--- src/rtl/ex_mem_reg_pkg.sv ---
// Shared definitions for the WISC EX/MEM pipeline register: datapath widths
// and the MEM/WB control-bundle layout used by the pipeline registers and
// the hazard unit.
package ex_mem_reg_pkg;

    localparam int WISC_DW = 16;
    localparam int WISC_RW = 3;

    // Control bundle bit positions (MSB first)
    localparam int CTRL_W          = 5;
    localparam int CTRL_REG_WRITE  = 4;
    localparam int CTRL_MEM_READ   = 3;
    localparam int CTRL_MEM_WRITE  = 2;
    localparam int CTRL_MEM_TO_REG = 1;
    localparam int CTRL_HALT       = 0;

    typedef logic [CTRL_W-1:0] ctrl_t;

    // An invalid or squashed slot must never carry live control bits
    function automatic ctrl_t gate_ctrl(input ctrl_t c, input logic keep);
        gate_ctrl = keep ? c : '0;
    endfunction

endpackage

--- src/rtl/ex_mem_reg_if.sv ---
// EX -> MEM bus: execute-stage results in, memory-stage view and hazard
// forwarding tap out.
interface ex_mem_reg_if
    import ex_mem_reg_pkg::*;
#(
    parameter int DW = WISC_DW,
    parameter int RW = WISC_RW
);
    logic          ex_valid;
    logic [DW-1:0] ex_alu_result;
    logic [DW-1:0] ex_store_data;
    logic [DW-1:0] ex_next_pc;
    logic [RW-1:0] ex_write_reg;
    logic          ex_reg_write;
    logic          ex_mem_read;
    logic          ex_mem_write;
    logic          ex_mem_to_reg;
    logic          ex_halt;
    logic          ex_err;

    logic          mem_valid;
    logic [DW-1:0] mem_alu_result;
    logic [DW-1:0] mem_store_data;
    logic [DW-1:0] mem_next_pc;
    logic [RW-1:0] mem_write_reg;
    logic          mem_reg_write;
    logic          mem_mem_read;
    logic          mem_mem_write;
    logic          mem_mem_to_reg;
    logic          mem_halt;
    logic          mem_err;

    logic          fwd_en;
    logic [RW-1:0] fwd_reg;
    logic [DW-1:0] fwd_val;
    logic          halt_seen;

    // Execute side drives ex_*, observes the registered stage
    modport master (
        output ex_valid, ex_alu_result, ex_store_data, ex_next_pc, ex_write_reg,
               ex_reg_write, ex_mem_read, ex_mem_write, ex_mem_to_reg, ex_halt, ex_err,
        input  mem_valid, mem_alu_result, mem_store_data, mem_next_pc, mem_write_reg,
               mem_reg_write, mem_mem_read, mem_mem_write, mem_mem_to_reg, mem_halt,
               mem_err, fwd_en, fwd_reg, fwd_val, halt_seen
    );

    // The pipeline register itself
    modport slave (
        input  ex_valid, ex_alu_result, ex_store_data, ex_next_pc, ex_write_reg,
               ex_reg_write, ex_mem_read, ex_mem_write, ex_mem_to_reg, ex_halt, ex_err,
        output mem_valid, mem_alu_result, mem_store_data, mem_next_pc, mem_write_reg,
               mem_reg_write, mem_mem_read, mem_mem_write, mem_mem_to_reg, mem_halt,
               mem_err, fwd_en, fwd_reg, fwd_val, halt_seen
    );

endinterface

--- src/rtl/ex_mem_reg_reg_en.sv ---
// Generic pipeline field register: synchronous reset, enable (hold when low)
// and synchronous clear that only acts on enabled edges.
module reg_en #(
    parameter int W = 1
) (
    input  logic         clk,
    input  logic         rst,
    input  logic         en,
    input  logic         clr,
    input  logic [W-1:0] d,
    output logic [W-1:0] q
);

    // Reset beats hold, hold beats clear, clear beats load
    always_ff @(posedge clk) begin
        if (rst) begin
            q <= '0;
        end else if (en) begin
            if (clr) begin
                q <= '0;
            end else begin
                q <= d;
            end
        end
    end

endmodule

--- src/rtl/ex_mem_reg.sv ---
// EX/MEM pipeline register of the 5-stage WISC pipeline. Holds on stall,
// inserts a bubble on flush, turns everything after a captured halt into
// bubbles, and exposes a forwarding tap for the hazard unit.
module ex_mem_reg
    import ex_mem_reg_pkg::*;
#(
    parameter int DW = WISC_DW,
    parameter int RW = WISC_RW
) (
    input  logic         clk,
    input  logic         rst,
    input  logic         stall,
    input  logic         flush,
    ex_mem_reg_if.slave  bus
);

    localparam int DATA_W = 3 * DW + RW;

    logic              advance;
    logic              load_live;
    ctrl_t             ex_ctrl;
    ctrl_t             ctrl_d;
    ctrl_t             ctrl_q;
    logic [DATA_W-1:0] data_d;
    logic [DATA_W-1:0] data_q;
    logic              valid_q;
    logic              halt_seen_q;
    logic              err_q;

    assign advance   = ~stall;
    assign load_live = bus.ex_valid & ~halt_seen_q;
    assign ctrl_d    = gate_ctrl(ex_ctrl, load_live);
    assign data_d    = {bus.ex_alu_result, bus.ex_store_data, bus.ex_next_pc, bus.ex_write_reg};

    // Pack the individual control inputs into the shared bundle layout
    always_comb begin
        ex_ctrl                  = '0;
        ex_ctrl[CTRL_REG_WRITE]  = bus.ex_reg_write;
        ex_ctrl[CTRL_MEM_READ]   = bus.ex_mem_read;
        ex_ctrl[CTRL_MEM_WRITE]  = bus.ex_mem_write;
        ex_ctrl[CTRL_MEM_TO_REG] = bus.ex_mem_to_reg;
        ex_ctrl[CTRL_HALT]       = bus.ex_halt;
    end

    // Data is don't-care in a bubble, so it is never cleared by flush
    reg_en #(.W(DATA_W)) u_data (
        .clk (clk), .rst (rst), .en (advance), .clr (1'b0), .d (data_d), .q (data_q)
    );

    reg_en #(.W(CTRL_W)) u_ctrl (
        .clk (clk), .rst (rst), .en (advance), .clr (flush), .d (ctrl_d), .q (ctrl_q)
    );

    reg_en #(.W(1)) u_valid (
        .clk (clk), .rst (rst), .en (advance), .clr (flush), .d (load_live), .q (valid_q)
    );

    // Sticky halt: set by the first valid halt that actually enters MEM
    always_ff @(posedge clk) begin
        if (rst) begin
            halt_seen_q <= 1'b0;
        end else if (advance && !flush && load_live && bus.ex_halt) begin
            halt_seen_q <= 1'b1;
        end
    end

    // Sticky error: accumulates on loads, untouched by stall and flush
    always_ff @(posedge clk) begin
        if (rst) begin
            err_q <= 1'b0;
        end else if (advance && !flush) begin
            err_q <= err_q | (bus.ex_err & bus.ex_valid);
        end
    end

    assign bus.mem_valid = valid_q;
    assign {bus.mem_alu_result, bus.mem_store_data, bus.mem_next_pc, bus.mem_write_reg} = data_q;
    assign bus.mem_reg_write  = ctrl_q[CTRL_REG_WRITE];
    assign bus.mem_mem_read   = ctrl_q[CTRL_MEM_READ];
    assign bus.mem_mem_write  = ctrl_q[CTRL_MEM_WRITE];
    assign bus.mem_mem_to_reg = ctrl_q[CTRL_MEM_TO_REG];
    assign bus.mem_halt       = ctrl_q[CTRL_HALT];
    assign bus.mem_err        = err_q;
    assign bus.halt_seen      = halt_seen_q;

    // Loads are not forwardable from MEM; their data is not ready yet
    assign bus.fwd_en  = valid_q & ctrl_q[CTRL_REG_WRITE] & ~ctrl_q[CTRL_MEM_READ];
    assign bus.fwd_reg = data_q[RW-1:0];
    assign bus.fwd_val = data_q[DATA_W-1 -: DW];

endmodule

--- src/flat_wrapper.sv ---
// flat-port wrapper written by rule: the top's interface ports become plain ports
module ex_mem_reg_flat import ex_mem_reg_pkg::*;
#(
    parameter int DW = WISC_DW,
    parameter int RW = WISC_RW
)
  (clk, rst, stall, flush, bus_ex_valid, bus_ex_alu_result, bus_ex_store_data, bus_ex_next_pc, bus_ex_write_reg, bus_ex_reg_write, bus_ex_mem_read, bus_ex_mem_write, bus_ex_mem_to_reg, bus_ex_halt, bus_ex_err, bus_mem_valid, bus_mem_alu_result, bus_mem_store_data, bus_mem_next_pc, bus_mem_write_reg, bus_mem_reg_write, bus_mem_mem_read, bus_mem_mem_write, bus_mem_mem_to_reg, bus_mem_halt, bus_mem_err, bus_fwd_en, bus_fwd_reg, bus_fwd_val, bus_halt_seen);
  ex_mem_reg_if #(.DW(DW), .RW(RW)) bus_i ();
  input  logic clk;
  input  logic rst;
  input  logic stall;
  input  logic flush;
  input wire logic [$bits(bus_i.ex_valid)-1:0] bus_ex_valid;
  input wire logic [$bits(bus_i.ex_alu_result)-1:0] bus_ex_alu_result;
  input wire logic [$bits(bus_i.ex_store_data)-1:0] bus_ex_store_data;
  input wire logic [$bits(bus_i.ex_next_pc)-1:0] bus_ex_next_pc;
  input wire logic [$bits(bus_i.ex_write_reg)-1:0] bus_ex_write_reg;
  input wire logic [$bits(bus_i.ex_reg_write)-1:0] bus_ex_reg_write;
  input wire logic [$bits(bus_i.ex_mem_read)-1:0] bus_ex_mem_read;
  input wire logic [$bits(bus_i.ex_mem_write)-1:0] bus_ex_mem_write;
  input wire logic [$bits(bus_i.ex_mem_to_reg)-1:0] bus_ex_mem_to_reg;
  input wire logic [$bits(bus_i.ex_halt)-1:0] bus_ex_halt;
  input wire logic [$bits(bus_i.ex_err)-1:0] bus_ex_err;
  output wire logic [$bits(bus_i.mem_valid)-1:0] bus_mem_valid;
  output wire logic [$bits(bus_i.mem_alu_result)-1:0] bus_mem_alu_result;
  output wire logic [$bits(bus_i.mem_store_data)-1:0] bus_mem_store_data;
  output wire logic [$bits(bus_i.mem_next_pc)-1:0] bus_mem_next_pc;
  output wire logic [$bits(bus_i.mem_write_reg)-1:0] bus_mem_write_reg;
  output wire logic [$bits(bus_i.mem_reg_write)-1:0] bus_mem_reg_write;
  output wire logic [$bits(bus_i.mem_mem_read)-1:0] bus_mem_mem_read;
  output wire logic [$bits(bus_i.mem_mem_write)-1:0] bus_mem_mem_write;
  output wire logic [$bits(bus_i.mem_mem_to_reg)-1:0] bus_mem_mem_to_reg;
  output wire logic [$bits(bus_i.mem_halt)-1:0] bus_mem_halt;
  output wire logic [$bits(bus_i.mem_err)-1:0] bus_mem_err;
  output wire logic [$bits(bus_i.fwd_en)-1:0] bus_fwd_en;
  output wire logic [$bits(bus_i.fwd_reg)-1:0] bus_fwd_reg;
  output wire logic [$bits(bus_i.fwd_val)-1:0] bus_fwd_val;
  output wire logic [$bits(bus_i.halt_seen)-1:0] bus_halt_seen;
  assign bus_i.ex_valid = bus_ex_valid;
  assign bus_i.ex_alu_result = bus_ex_alu_result;
  assign bus_i.ex_store_data = bus_ex_store_data;
  assign bus_i.ex_next_pc = bus_ex_next_pc;
  assign bus_i.ex_write_reg = bus_ex_write_reg;
  assign bus_i.ex_reg_write = bus_ex_reg_write;
  assign bus_i.ex_mem_read = bus_ex_mem_read;
  assign bus_i.ex_mem_write = bus_ex_mem_write;
  assign bus_i.ex_mem_to_reg = bus_ex_mem_to_reg;
  assign bus_i.ex_halt = bus_ex_halt;
  assign bus_i.ex_err = bus_ex_err;
  assign bus_mem_valid = bus_i.mem_valid;
  assign bus_mem_alu_result = bus_i.mem_alu_result;
  assign bus_mem_store_data = bus_i.mem_store_data;
  assign bus_mem_next_pc = bus_i.mem_next_pc;
  assign bus_mem_write_reg = bus_i.mem_write_reg;
  assign bus_mem_reg_write = bus_i.mem_reg_write;
  assign bus_mem_mem_read = bus_i.mem_mem_read;
  assign bus_mem_mem_write = bus_i.mem_mem_write;
  assign bus_mem_mem_to_reg = bus_i.mem_mem_to_reg;
  assign bus_mem_halt = bus_i.mem_halt;
  assign bus_mem_err = bus_i.mem_err;
  assign bus_fwd_en = bus_i.fwd_en;
  assign bus_fwd_reg = bus_i.fwd_reg;
  assign bus_fwd_val = bus_i.fwd_val;
  assign bus_halt_seen = bus_i.halt_seen;
  ex_mem_reg #(.DW(DW), .RW(RW)) u_core (.clk(clk), .rst(rst), .stall(stall), .flush(flush), .bus(bus_i));
endmodule
--- config.mk ---
export PLATFORM = sky130hd
export DESIGN_NAME = ex_mem_reg_flat
export DESIGN_NICKNAME = d
export VERILOG_FILES = /design/src/rtl/ex_mem_reg_pkg.sv /design/src/rtl/ex_mem_reg_if.sv /design/src/rtl/ex_mem_reg_reg_en.sv /design/src/rtl/ex_mem_reg.sv /design/src/flat_wrapper.sv
export SDC_FILE = /design/constraint.sdc
export NUM_CORES = 1
export LEC_CHECK = 0
export BUFFER_PORTS_ARGS = -buffer_cell sky130_fd_sc_hd__buf_4
export CAP_MARGIN = 40
export CORE_MARGIN = 2
export CORE_UTILIZATION = 42
export CTS_CLUSTER_DIAMETER = 50
export DETAILED_ROUTE_END_ITERATION = 12
export PLACE_DENSITY = 0.79
export SYNTH_ARGS = -nofsm -noshare
export SYNTH_HDL_FRONTEND = slang
export SYNTH_SLANG_ARGS = --single-unit
--- constraint.sdc ---
create_clock -name clk -period 1.2 [get_ports clk]
set_input_delay 0.12 -clock clk [delete_from_list [all_inputs] [get_ports clk]]
set_output_delay 0.12 -clock clk [all_outputs]
set_load 0.02 [all_outputs]
==> results of run 1 <==
[worst max path at each step]
stage | start | endpoint | slack [ps] | cells after the start
2_1_floorplan | u_core.bus.halt_seen | u_core.u_valid.q | 130 | 2
3_3_place_gp | stall | u_core.u_data.q[20] | 180 | 4
3_5_place_dp | stall | u_core.u_data.q[24] | 160 | 4
4_1_cts | u_core.u_valid.q | bus_fwd_en | 50 | 3
5_1_grt | u_core.u_ctrl.q[4] | bus_fwd_en | 10 | 3
6_report | u_core.u_ctrl.q[4] | bus_fwd_en | 90 | 3
[area by class of cell]
| cell class | instances | area, um^2 | share of cell area [%] |
|---|---|---|---|
| sequential | 59 | 1180 | 34.7 |
| timing repair buffer | 144 | 1090 | 32.1 |
| multi-input combinational | 119 | 850 | 24.9 |
| clock buffer | 10 | 138 | 4.04 |
| tap | 70 | 87.6 | 2.57 |
| clock inverter | 6 | 55.1 | 1.61 |
| inverter | 1 | 3.75 | 0.110 |
[logic make-up (layout without fill, tap and decap cells)]
group,count (synthesis),in the layout,synth area share (%)
flip-flops,59,59,52.1
buffers and inverters,32,161,10.5
AO/OA/AOI/OAI,8,8,3.20
AND/OR/NAND/NOR,60,60,11.6
multiplexers,51,51,22.5
[worst max-delay path, cell delays in order, from the launching register on]
cell,delay [ps]
sky130_fd_sc_hd__dfxtp_1,340
sky130_fd_sc_hd__nand2_1,80
sky130_fd_sc_hd__nor2_2,100
sky130_fd_sc_hd__buf_4,150
[registers in the layout, summed over array words and instances, names as in the netlist]
name                  cells
u_core.bus.halt_seen      1
u_core.bus.mem_err        1
u_core.u_ctrl.q           5
u_core.u_data.q          51
u_core.u_valid.q          1
[per-stage QoR]
step / instance area [um^2] / setup slack (ps) / util, % / instances / total power [W]
after floorplan: 2270 / 130 / - / 210 / 0.00265
after global placement: 3210 / 175 / 62.1 / 393 / 0.00300
after detailed placement: 3210 / 158 / 62.1 / 393 / 0.00301
after CTS: 3410 / 48.6 / 65.8 / 409 / 0.00476
after global routing: 3410 / 10.3 / 65.9 / 409 / 0.00494
final: 3410 / 90.6 / 65.9 / 409 / 0.00470
[power groups by stage]
stage               combinational [W]  clock, W  sequential, W
CTS                          0.000839   0.00179        0.00214
finish                       0.000829   0.00173        0.00214
detailed placement           0.000837         0        0.00218
floorplan                    0.000344         0        0.00231
global placement             0.000828         0        0.00217
global route                 0.000888   0.00190        0.00215
[cell usage after synthesis, drive strengths merged]
library cell / number / area share (%)
a21oi: 2 / 0.61
a31o: 1 / 0.39
a32o: 5 / 2.2
and2b: 1 / 0.33
buf: 31 / 10
dfxtp: 59 / 52
inv: 1 / 0.17
mux2i: 51 / 23
nand2: 2 / 0.33
nand4bb: 1 / 0.50
nor2: 53 / 8.8
nor2b: 1 / 0.28
nor3b: 1 / 0.83
or4b: 1 / 0.61
[repair_timing]
action	4_1_cts	5_1_grt
hold endpoints to repair	0	0
setup endpoints to repair	0	1
resized for setup	0	2
setup buffers	0	0
[layer usage]
metal	track usage (%)	vias to the layer above	share of wire [%]
li1	-	934	-
met1	21.1	849	42
met2	30.5	93	48
met3	6.05	7	9.0
met4	8.57	0	1.1
met5	0	-	0
==> flow_summary.yaml, run 1 <==
logic_synthesis:
  synth.ff_latch_count: 59
  postSynthCellCount: 210
  warnings_from_yosys: 0
  per_instance_average_area_after_synthesis_um2: 10.8
  synth.lib_cells_used.distinct: 18
  syn_area_um2: 2270
  syn-num-nets: 272
  share_of_the_yosys_chip_area_belonging_to_registers_pct: 52.1
global_routing:
  globalRoute.totalOverflow: 0
  vias_in_the_first_global_route: 1809
  antenna_violations_before_repair: 0
  grt_first_pass_wirelength_mm: 8.67
  grt.total_usage_pct: 18.3
  maximum_number_of_pins_on_one_net_before_global_route_repair: 33
placement:
  place.gp.congestion: 0.743
  dp.final_hpwl_mm: 3.95
  buffer_ports.inserted: 140
sta:
  slew_headroom_pct: 72.0
  final_max_slew_viol_count: 0
  finalCriticalPeriod_ps: 1110
  transition_at_the_pin_with_the_smallest_max_transition_slack_ps: 418
  fin_clk_skew_ps: 5.88
  hold-worst-slack_ps: 22.5
  maxClockFrequency_mhz: 901
  final_min_period_over_clock_period_pct: 92.4
  rsz_0062_raised_after_global_routing: "false"
  total_setup_violations_reported_at_the_end_of_the_flow: 0
  final-hold-violation-count: 0
  setup_tns_ps: 0
critical_path:
  worst_setup_path_start_kind: "flip-flop"
  reg2reg_from: "u_core.bus.halt_seen"
  timing.critical_path.arrival_ps: 990
  reg2reg_slack_ps: 160
  worst-r2r-cell-count: 2
  worst-path-max-fanout: 3
  worstPathRequired_ps: 1080
  worstSetupEndpointType: "output port"
  cp_class: "flip-flop to output port"
  crit-reg2reg-capture: "u_core.u_valid.q"
clock_tree:
  clock_tree.buffer_depth: 2
  path_clk_slew_ps: 70
  tritoncts: "done"
  insertion_delay_ps: 320
  holdBufCountCts: 0
  cts_sinks: 59
  cts.root.buffer_cell: "sky130_fd_sc_hd__clkbuf_8"
  htree_num_levels: 3
  cts_inserted_buffers: 9
power_and_ir_drop:
  p_seq_share_pct: 45.5
  pwr-share-clk_pct: 36.9
  power_switching_share_pct: 25.7
  internal_power_w: 0.00349
  ir_worst_vdd_v: 0.000830
  net_load_switching_power_w: 0.00121
  proportion_of_power_drawn_by_combinational_gates_pct: 17.7
  leakage_nw: 1.76
  powerDensity_nw_per_um2: 1380
layout:
  design.final.nets: 396
  layout-drive-gt1-share_pct: 48.7
  synthToLayoutAreaGrowth_pct: 50.4
  fill_cells: 443
  diodes: 0
  final_common_cell: "sky130_fd_sc_hd__buf_4"
  final_cell_mix: "143 x sky130_fd_sc_hd__buf_4, 58 x sky130_fd_sc_hd__dfxtp_1, 52 x sky130_fd_sc_hd__nor2_1, 51 x sky130_fd_sc_hd__mux2i_1, 10 x sky130_fd_sc_hd__clkbuf_8"
floorplan:
  initial_util_pct: 43.8
  rows: 26
  fp.dieH_um: 77.5
  core_um2: 5170
  io_pins: 141
  overall_die_area_um2: 6000
  die_x_um: 77.5
drt:
  avgViaCountPerCell: 4.60
  detail_route.first_pass.iterations: 4
  detailed_route_iter0_violations: 79
  drt.antenna.violating_nets: 0
  drt-total-wl_mm: 5.34
  remaining_drc_errors: 0
  wire_length_per_cell_after_detailed_routing_um: 13.1
  detailed_route_via_count: 1883
min_path:
  holdCritStartpoint: "bus_ex_next_pc[8]"
  min_path_type: "input port to flip-flop"
  min_delay_worst_endpoint: "u_core.u_data.q[11]"
  hold-path-cell-count: 3
flow_run:
  drv_cap: 0
run_status:
  outcome: "finished clean"
Power figures use the tool's default switching activity.
==> run 2, diff against run 1 <==
--- a/config.mk
+++ b/config.mk
@@ -8,10 +8,9 @@
 export BUFFER_PORTS_ARGS = -buffer_cell sky130_fd_sc_hd__buf_4
 export CAP_MARGIN = 40
 export CORE_MARGIN = 2
-export CORE_UTILIZATION = 42
+export CORE_UTILIZATION = 30
 export CTS_CLUSTER_DIAMETER = 50
 export DETAILED_ROUTE_END_ITERATION = 12
-export PLACE_DENSITY = 0.79
 export SYNTH_ARGS = -nofsm -noshare
 export SYNTH_HDL_FRONTEND = slang
 export SYNTH_SLANG_ARGS = --single-unit
==> run 2 against run 1 <==
Cell area increased by 1.6%; clock skew decreased by 1.7 ps; maximum frequency decreased by 2.6%; sequential power about the same; clock power increased by 9.8%; first-iteration DRC count decreased by 29%; critical path type is now input port to flip-flop.
==> flow_summary.yaml, run 2 (synthesis results as in run 1) <==
drt:
  detailed_route_via_count: 1854
  drt-total-wl_mm: 5.38
  drt.antenna.violating_nets: 0
  remaining_drc_errors: 0
  detailed_route_iter0_violations: 56
  avgViaCountPerCell: 4.21
  wire_length_per_cell_after_detailed_routing_um: 12.2
  detail_route.first_pass.iterations: 4
clock_tree:
  tritoncts: "done"
  cts_inserted_buffers: 9
  cts_post_setup_buffers_inserted: 0
  clock_tree.buffer_depth: 2
  htree_num_levels: 3
  cts_sinks: 59
  insertion_delay_ps: 320
  cts.root.buffer_cell: "sky130_fd_sc_hd__clkbuf_8"
  path_clk_slew_ps: 70
critical_path:
  timing.critical_path.arrival_ps: 1400
  cp_class: "input port to flip-flop"
  worstPathRequired_ps: 1460
  worstSetupEndpointType: "flip-flop"
  worst_setup_path_start_kind: "input port"
  worst-path-max-fanout: 7
sta:
  final_min_period_over_clock_period_pct: 94.9
  finalCriticalPeriod_ps: 1140
  fin_clk_skew_ps: 4.22
  rsz_0062_raised_after_global_routing: "false"
  slew_headroom_pct: 71.6
  final_max_slew_viol_count: 0
  total_setup_violations_reported_at_the_end_of_the_flow: 0
  final-hold-violation-count: 0
  setup_tns_ps: 0
  maxClockFrequency_mhz: 878
  hold-worst-slack_ps: 24.5
  transition_at_the_pin_with_the_smallest_max_transition_slack_ps: 424
power_and_ir_drop:
  proportion_of_power_drawn_by_combinational_gates_pct: 17.0
  power.total_w: 0.00487
  leakage_nw: 1.77
  p_seq_share_pct: 43.9
  net_load_switching_power_w: 0.00121
  pwr-share-clk_pct: 39.1
  ir_worst_vdd_v: 0.000658
  powerDensity_nw_per_um2: 1410
  internal_power_w: 0.00366
  power_switching_share_pct: 24.9
global_routing:
  grt_first_pass_wirelength_mm: 8.55
  globalRoute.totalOverflow: 0
  vias_in_the_first_global_route: 1762
  grt.total_usage_pct: 13.1
  maximum_number_of_pins_on_one_net_before_global_route_repair: 32
  antenna_violations_before_repair: 0
floorplan:
  rows: 31
  fp.dieH_um: 90.9
  initial_util_pct: 31.1
  die_x_um: 90.9
  overall_die_area_um2: 8270
  core_um2: 7290
  io_pins: 141
layout:
  design.final.nets: 398
  synthToLayoutAreaGrowth_pct: 52.8
  diodes: 0
  final_cell_mix: "145 x sky130_fd_sc_hd__buf_4, 58 x sky130_fd_sc_hd__dfxtp_1, 53 x sky130_fd_sc_hd__nor2_1, 51 x sky130_fd_sc_hd__mux2i_1, 9 x sky130_fd_sc_hd__clkbuf_8"
  largest_register_ffs: 51
  reg_top3: "u_core.u_data.q x51, u_core.u_ctrl.q x5"
  final_common_cell: "sky130_fd_sc_hd__buf_4"
  layout-drive-gt1-share_pct: 47.8
  regMostFlops: "u_core.u_data.q"
min_path:
  min_path_type: "input port to flip-flop"
placement:
  buffer_ports.inserted: 140
  place.gp.congestion: 0.725
  dp.final_hpwl_mm: 3.93
run_status:
  outcome: "finished clean"
flow_run:
  drv_cap: 0
run 2: cell count changes in the layout (fill, tap and decap cells not counted):
| cell | previous run | this run |
|---|---|---|
| sky130_fd_sc_hd__clkbuf_1 | 0 | 2 |
| sky130_fd_sc_hd__bufinv_16 | 1 | 2 |
| sky130_fd_sc_hd__clkinv_2 | 5 | 2 |
| sky130_fd_sc_hd__buf_4 | 143 | 145 |
| sky130_fd_sc_hd__nor2_2 | 1 | 0 |
| sky130_fd_sc_hd__dlygate4sd3_1 | 0 | 1 |
| sky130_fd_sc_hd__clkbuf_8 | 10 | 9 |
| sky130_fd_sc_hd__clkinvlp_4 | 0 | 1 |
| sky130_fd_sc_hd__nor2_1 | 52 | 53 |
| sky130_fd_sc_hd__buf_12 | 1 | 0 |
run 2: final timing paths:
kind,start,end,slack [ps],cells past startpoint
worst max-delay path,rst,u_core.u_ctrl.q[0],60,4
worst min-delay path,bus_ex_alu_result[14],u_core.u_data.q[49],20,3
worst max register to register,u_core.bus.halt_seen,u_core.u_valid.q,170,2
worst min register to register,u_core.bus.mem_err,u_core.bus.mem_err,460,2
run 2: power by group through the flow:
stage	logic (W)	clock network, W	registers (W)
floorplan	0.000344	0	0.00231
global placement	0.000831	0	0.00217
detailed placement	0.000838	0	0.00218
CTS	0.000841	0.00198	0.00214
global route	0.000887	0.00206	0.00215
finish	0.000829	0.00190	0.00214
run 2: cell type report:
class / count / area [um^2]
multi-input cells: 119 / 847
flip-flops and latches: 59 / 1180
clock buffers: 11 / 131
repair buffers: 146 / 1100
inverters: 1 / 3.75
clock inverters: 5 / 77.6
fillers: 716 / 3830
well taps: 99 / 124
run 2: routing by layer:
| layer | share of wire [%] | track usage (%) |
|---|---|---|
| met1 | 43 | 15.4 |
| met2 | 45 | 20.2 |
| met3 | 11 | 5.81 |
| met4 | 1.1 | 6.31 |
| met5 | 0 | 0 |
run 2: per-stage QoR:
| stage | setup WS, ps | cell area [um^2] | util [%] | cells |
|---|---|---|---|---|
| floorplan | 130 | 2270 | - | 210 |
| global placement | 193 | 3240 | 44.5 | 423 |
| detailed placement | 172 | 3240 | 44.5 | 423 |
| CTS | 73.2 | 3460 | 47.5 | 440 |
| global route | 18.9 | 3460 | 47.5 | 440 |
| finish | 61.4 | 3460 | 47.5 | 440 |
run 2: repair_timing:
action	in CTS	in global routing
endpoints found under the hold margin	1	0
hold buffers	1	0
resized for setup	0	1
endpoints found under the setup margin	0	1
run 2: worst max-delay path: stages:
cell                            delay [ps]
sky130_fd_sc_hd__dlygate4sd3_1         540
sky130_fd_sc_hd__buf_4                 160
sky130_fd_sc_hd__nor2_1                340
sky130_fd_sc_hd__a32o_1                230
